`config.mk`:
```
export PLATFORM = sky130hd
export DESIGN_NAME = serial_subtractor_flat
export DESIGN_NICKNAME = d
export VERILOG_FILES = /design/src/rtl/arith_pkg.sv /design/src/rtl/serial_subtractor_if.sv /design/src/rtl/full_subtractor.sv /design/src/rtl/serial_subtractor.sv /design/src/flat_wrapper.sv
export SDC_FILE = /design/constraint.sdc
export NUM_CORES = 1
export LEC_CHECK = 0
export ABC_AREA = 1
export ABC_CLOCK_PERIOD_IN_PS = 1700
export CORE_UTILIZATION = 49
export DETAILED_ROUTE_END_ITERATION = 16
export PLACE_DENSITY = 0.77
export SLEW_MARGIN = 10
export SYNTH_ARGS = -nofsm -noshare
export SYNTH_HDL_FRONTEND = slang
export SYNTH_HIERARCHICAL = 1
export SYNTH_SLANG_ARGS = --single-unit
```
`constraint.sdc`:
```
create_clock -name clk -period 1.7 [get_ports clk]
set_input_delay 0.17 -clock clk [delete_from_list [all_inputs] [get_ports clk]]
set_output_delay 0.17 -clock clk [all_outputs]
set_load 0.02 [all_outputs]
```
`src/rtl/arith_pkg.sv`:
```
// Shared arithmetic definitions: FSM encoding and default operand width.
package arith_pkg;

  localparam int unsigned SS_DEFAULT_WIDTH = 8;

  typedef enum logic [1:0] {
    IDLE = 2'd0,
    RUN  = 2'd1,
    DONE = 2'd2
  } ss_state_t;

endpackage

```
`src/rtl/serial_subtractor_if.sv`:
```
// Request/response handshake bundle for the bit-serial subtractor.
interface serial_subtractor_if
  import arith_pkg::*;
#(
  parameter int unsigned WIDTH = SS_DEFAULT_WIDTH
) ();

  logic             start_valid;
  logic             start_ready;
  logic [WIDTH-1:0] a;
  logic [WIDTH-1:0] b;
  logic [WIDTH-1:0] diff;
  logic             borrow;
  logic             ovf;
  logic             done_valid;
  logic             done_ready;

  // Requester / result consumer side
  modport master (
    output start_valid, a, b, done_ready,
    input  start_ready, diff, borrow, ovf, done_valid
  );

  // Subtractor side
  modport slave (
    input  start_valid, a, b, done_ready,
    output start_ready, diff, borrow, ovf, done_valid
  );

endinterface

```
`src/rtl/full_subtractor.sv`:
```
// One-bit full subtractor cell: diff = a - b - b_in.
module full_subtractor (
  input  logic a,
  input  logic b,
  input  logic b_in,
  output logic diff,
  output logic b_out
);

  // Difference bit and borrow-out of a single bit position
  always_comb begin
    diff  = a ^ b ^ b_in;
    b_out = (~a & b) | (~(a ^ b) & b_in);
  end

endmodule

```
`src/rtl/serial_subtractor.sv`:
```
// Bit-serial subtractor, LSB first, WIDTH cycles per result behind valid/ready ports.
module serial_subtractor
  import arith_pkg::*;
#(
  parameter int unsigned WIDTH = SS_DEFAULT_WIDTH
) (
  input  logic                clk,
  input  logic                rst,
  serial_subtractor_if.slave  bus
);

  localparam int unsigned   CW   = $clog2(WIDTH + 1);
  localparam logic [CW-1:0] LAST = CW'(WIDTH - 1);

  ss_state_t        state_q, state_d;
  logic [CW-1:0]    cnt_q, cnt_d;
  logic [WIDTH-1:0] sa_q, sa_d;
  logic [WIDTH-1:0] sb_q, sb_d;
  logic [WIDTH-1:0] res_q, res_d;
  logic             brw_q, brw_d;
  logic             ovf_q, ovf_d;
  logic             amsb_q, amsb_d;
  logic             bmsb_q, bmsb_d;
  logic             fs_d;
  logic             fs_bout;

  full_subtractor u_fs (
    .a    (sa_q[0]),
    .b    (sb_q[0]),
    .b_in (brw_q),
    .diff (fs_d),
    .b_out(fs_bout)
  );

  // State and datapath registers
  always_ff @(posedge clk) begin
    if (rst) begin
      state_q <= IDLE;
      cnt_q   <= '0;
      sa_q    <= '0;
      sb_q    <= '0;
      res_q   <= '0;
      brw_q   <= 1'b0;
      ovf_q   <= 1'b0;
      amsb_q  <= 1'b0;
      bmsb_q  <= 1'b0;
    end else begin
      state_q <= state_d;
      cnt_q   <= cnt_d;
      sa_q    <= sa_d;
      sb_q    <= sb_d;
      res_q   <= res_d;
      brw_q   <= brw_d;
      ovf_q   <= ovf_d;
      amsb_q  <= amsb_d;
      bmsb_q  <= bmsb_d;
    end
  end

  // Next-state: accept only in IDLE, finish after the last bit, release on done handshake
  always_comb begin
    state_d = state_q;
    unique case (state_q)
      IDLE:    if (bus.start_valid)  state_d = RUN;
      RUN:     if (cnt_q == LAST)    state_d = DONE;
      DONE:    if (bus.done_ready)   state_d = IDLE;
      default:                       state_d = IDLE;
    endcase
  end

  // Handshake outputs decoded from registered state only
  always_comb begin
    bus.start_ready = (state_q == IDLE);
    bus.done_valid  = (state_q == DONE);
  end

  // Datapath: load on accept, one subtractor step per RUN cycle, hold otherwise
  always_comb begin
    cnt_d  = cnt_q;
    sa_d   = sa_q;
    sb_d   = sb_q;
    res_d  = res_q;
    brw_d  = brw_q;
    ovf_d  = ovf_q;
    amsb_d = amsb_q;
    bmsb_d = bmsb_q;
    unique case (state_q)
      IDLE: begin
        if (bus.start_valid) begin
          sa_d   = bus.a;
          sb_d   = bus.b;
          brw_d  = 1'b0;
          cnt_d  = '0;
          ovf_d  = 1'b0;
          amsb_d = bus.a[WIDTH-1];
          bmsb_d = bus.b[WIDTH-1];
        end
      end
      RUN: begin
        sa_d  = sa_q >> 1;
        sb_d  = sb_q >> 1;
        res_d = {fs_d, res_q[WIDTH-1:1]};
        brw_d = fs_bout;
        cnt_d = cnt_q + CW'(1);
        // The final bit produced here is the result MSB, so overflow is decided now
        if (cnt_q == LAST) ovf_d = (amsb_q ^ bmsb_q) & (amsb_q ^ fs_d);
      end
      default: ;
    endcase
  end

  assign bus.diff   = res_q;
  assign bus.borrow = brw_q;
  assign bus.ovf    = ovf_q;

endmodule

```
`src/flat_wrapper.sv`:
```
// flat-port wrapper written by rule: the top's interface ports become plain ports
module serial_subtractor_flat import arith_pkg::*;
#(
  parameter int unsigned WIDTH = SS_DEFAULT_WIDTH
)
  (clk, rst, bus_start_valid, bus_a, bus_b, bus_done_ready, bus_start_ready, bus_diff, bus_borrow, bus_ovf, bus_done_valid);
  serial_subtractor_if #(.WIDTH(WIDTH)) bus_i ();
  input  logic clk;
  input  logic rst;
  input wire logic [$bits(bus_i.start_valid)-1:0] bus_start_valid;
  input wire logic [$bits(bus_i.a)-1:0] bus_a;
  input wire logic [$bits(bus_i.b)-1:0] bus_b;
  input wire logic [$bits(bus_i.done_ready)-1:0] bus_done_ready;
  output wire logic [$bits(bus_i.start_ready)-1:0] bus_start_ready;
  output wire logic [$bits(bus_i.diff)-1:0] bus_diff;
  output wire logic [$bits(bus_i.borrow)-1:0] bus_borrow;
  output wire logic [$bits(bus_i.ovf)-1:0] bus_ovf;
  output wire logic [$bits(bus_i.done_valid)-1:0] bus_done_valid;
  assign bus_i.start_valid = bus_start_valid;
  assign bus_i.a = bus_a;
  assign bus_i.b = bus_b;
  assign bus_i.done_ready = bus_done_ready;
  assign bus_start_ready = bus_i.start_ready;
  assign bus_diff = bus_i.diff;
  assign bus_borrow = bus_i.borrow;
  assign bus_ovf = bus_i.ovf;
  assign bus_done_valid = bus_i.done_valid;
  serial_subtractor #(.WIDTH(WIDTH)) u_core (.clk(clk), .rst(rst), .bus(bus_i));
endmodule
```
==> flow_summary.yaml <==
global_route:
  gr-total-overflow: 0
  grt_use_total: 0.210
  grt_max_degree: 29
  grt_pass1_wl_mm: 5.28
  grt_pass1_vias: 1238
  antenna_found_initial: 0
timing:
  period_share: 0.883
  tns_ns: 0
  hold_violations: 0
  setup_violations: 0
  tightest_slew_ns: 0.358
  fin_hold_ws_ns: 0.456
  period_needed_ns: 1.50
  rsz0062_at_grt: "false"
  fmax_mhz: 666
  clock_skew_ns: 0.0105
  slew_viol_final: 0
  max-slew-margin-rel: 0.761
place:
  place_congestion: 0.756
  hpwl_mm: 2.03
  portBuffers: 31
clock_tree:
  cts_tree: "built"
  cts_sinks: 34
  clk_latency_ns: 0.33
  path_clk_slew_ns: 0.10
  htree_levels: 2
  clockBufferDepth: 2
  hold_buffers: 0
  cts-root-buf: "clkbuf_4"
  cts_made_buffers: 5
final_layout:
  num_antenna_cells: 0
  layout_commonest_cell: "nand2_1"
  final_core_util: 0.659
  drive_gt1_frac: 0.0520
  final_cell_mix: "64 x nand2_1, 49 x nor2_1, 34 x dfxtp_1"
  num-nets-final: 272
  area_growth_syn_to_layout_pct: 23.7
synth:
  syn_nets: 241
  postSynthCellCount: 219
  ys_seq_elements: 34
  ys_warn_count: 6
  yosysSeqAreaShare: 0.452
  syn_area_per_cell_um2: 6.88
  synthesis.area_mm2: 0.00151
  synth_cell_types: 23
routing:
  vias: 1408
  wire_per_inst_um: 10.7
  first_iter_violations: 49
  drt-pass1-iter-count: 10
  via_per_inst: 5.01
  drt-total-wl_mm: 3.01
  ant_nets: 0
  route.detailed.drc: 2
setup_path:
  required_ns: 1.53
  slowest_stage: "clkdlybuf4s50_1"
  crit-reg2reg-launch: "u_core/bus.borrow"
  cp-startpoint: "u_core/bus.diff[7]"
  cp-start-kind: "register"
  r2r_slack_ns: 0.30
  crit_family: "buffers and inverters"
  max_stage_delay_ns: 0.63
  path_cells: "clkdlybuf4s50_1"
  critPathKind: "reg2out"
  r2r-end: "u_core/bus.ovf"
  path_buf_inv: 1
  critPathArrivalTime_ns: 1.33
  rr_worst_depth: 7
  worstSetupPathDepth: 1
  setup.worst_path.end: "bus_diff[7]"
  critPathCaptureType: "output port"
  critPathMaxFanout: 3
pwr:
  p_int_mw: 1.26
  ir_worst_vdd_mv: 0.522
  p_leak_nw: 0.848
  swShare: 0.322
  pwr-share-clk: 0.222
  p_seq_frac: 0.508
  power_density_mw_per_mm2: 995
  combPwrFrac: 0.271
  p_sw_mw: 0.597
worst_hold_path:
  hold_class: "in2reg"
  holdPathStages: 3
floorplanning:
  io_pins: 32
  dieArea_mm2: 0.00330
  rows: 19
  start_util: 0.533
  die_h_um: 57.4
  fp.dieW_um: 57.4
  coreArea_mm2: 0.00283
run_status:
  status: "finished, violations left"
  violations: "DRC"
job:
  maxCapViolCount: 0
[through the flow]
step	instances	area (um^2)	setup slack, ns	total power [mW]
after global routing	281	1860	0.136	1.97
final	281	1860	0.198	1.85
after floorplan	219	1510	0.259	1.30
after CTS	281	1860	0.0119	1.87
after detailed placement	274	1810	0.296	1.46
after global placement	274	1810	0.313	1.46
[power groups by stage]
stage,Sequential (mW),Combinational [mW],Clock [mW]
2_1_floorplan,0.986,0.315,0
3_5_place_dp,0.960,0.503,0
6_report,0.941,0.501,0.411
3_3_place_gp,0.959,0.497,0
4_1_cts,0.942,0.506,0.424
5_1_grt,0.954,0.566,0.454
[cell usage after synthesis]
cell type,count,area (um^2)
a21oi_1,10,50.1
buf_6,2,22.5
inv_4,1,6.26
nand2_2,1,6.26
buf_2,4,20.0
o31ai_1,1,7.51
fa_1,1,20.0
o21a_4,1,15.0
clkinv_4,1,8.76
o21ai_1,3,15.0
inv_1,12,45.0
clkbuf_1,1,3.75
o21ai_0,21,105
nor2_1,49,184
nand3_1,6,30.0
inv_2,1,3.75
nand4_1,1,6.26
buf_1,1,3.75
nand2_1,64,240
buf_4,2,15.0
dfxtp_1,34,681
nor3_1,1,5.00
ha_1,1,12.5
[layout make-up]
class                           instances  area, um^2
Timing Repair Buffer                   34         338
Inverter                               15        63.8
Multi-Input combinational cell        160         697
Clock buffer                            7        45.0
Tap cell                               31        38.8
Fill cell                             278         966
Sequential cell                        34         681
[registers in the layout (all words and copies together), names as in the netlist]
signal and cells:
u_core/state_q 2, u_core/bus.borrow 1, u_core/bus.diff 8, u_core/cnt_q 4
u_core/sa_q 8, u_core/sb_q 8, u_core/bmsb_q 1, u_core/bus.ovf 1
u_core/amsb_q 1
[routing by layer]
metal | wire, um | GRT usage
met1 | 1450 | 0.264
met2 | 1360 | 0.339
met3 | 134 | 0.0476
met4 | 62 | 0.105
met5 | 0 | 0
[worst min path at each step]
| stage | from | endpoint | slack (ns) |
|---|---|---|---|
| 4_1_cts | bus_b[7] | u_core/bmsb_q | 0.44 |
| 6_report | bus_a[7] | u_core/amsb_q | 0.46 |
| 2_1_floorplan | bus_a[7] | u_core/amsb_q | 0.33 |
| 5_1_grt | bus_b[7] | u_core/sb_q[7] | 0.44 |
| 3_3_place_gp | u_core/sb_q[7] | u_core/sb_q[7] | 0.45 |
| 3_5_place_dp | u_core/sa_q[7] | u_core/sa_q[7] | 0.46 |
[timing repair]
action | 4_1_cts | 5_1_grt
setup endpoints to repair | 0 | 2
resized for setup | 0 | 2
buffers inserted | 0 | 0
[cells by family after synthesis]
family | count (synthesis) | share of synthesized area
AND/OR/NAND/NOR | 122 | 0.313
adder cells (fa/ha/maj) | 2 | 0.0216
AO/OA/AOI/OAI | 36 | 0.128
buffers and inverters | 25 | 0.0855
flip-flops | 34 | 0.452
Note: power is estimated with default switching activity, not from simulation.
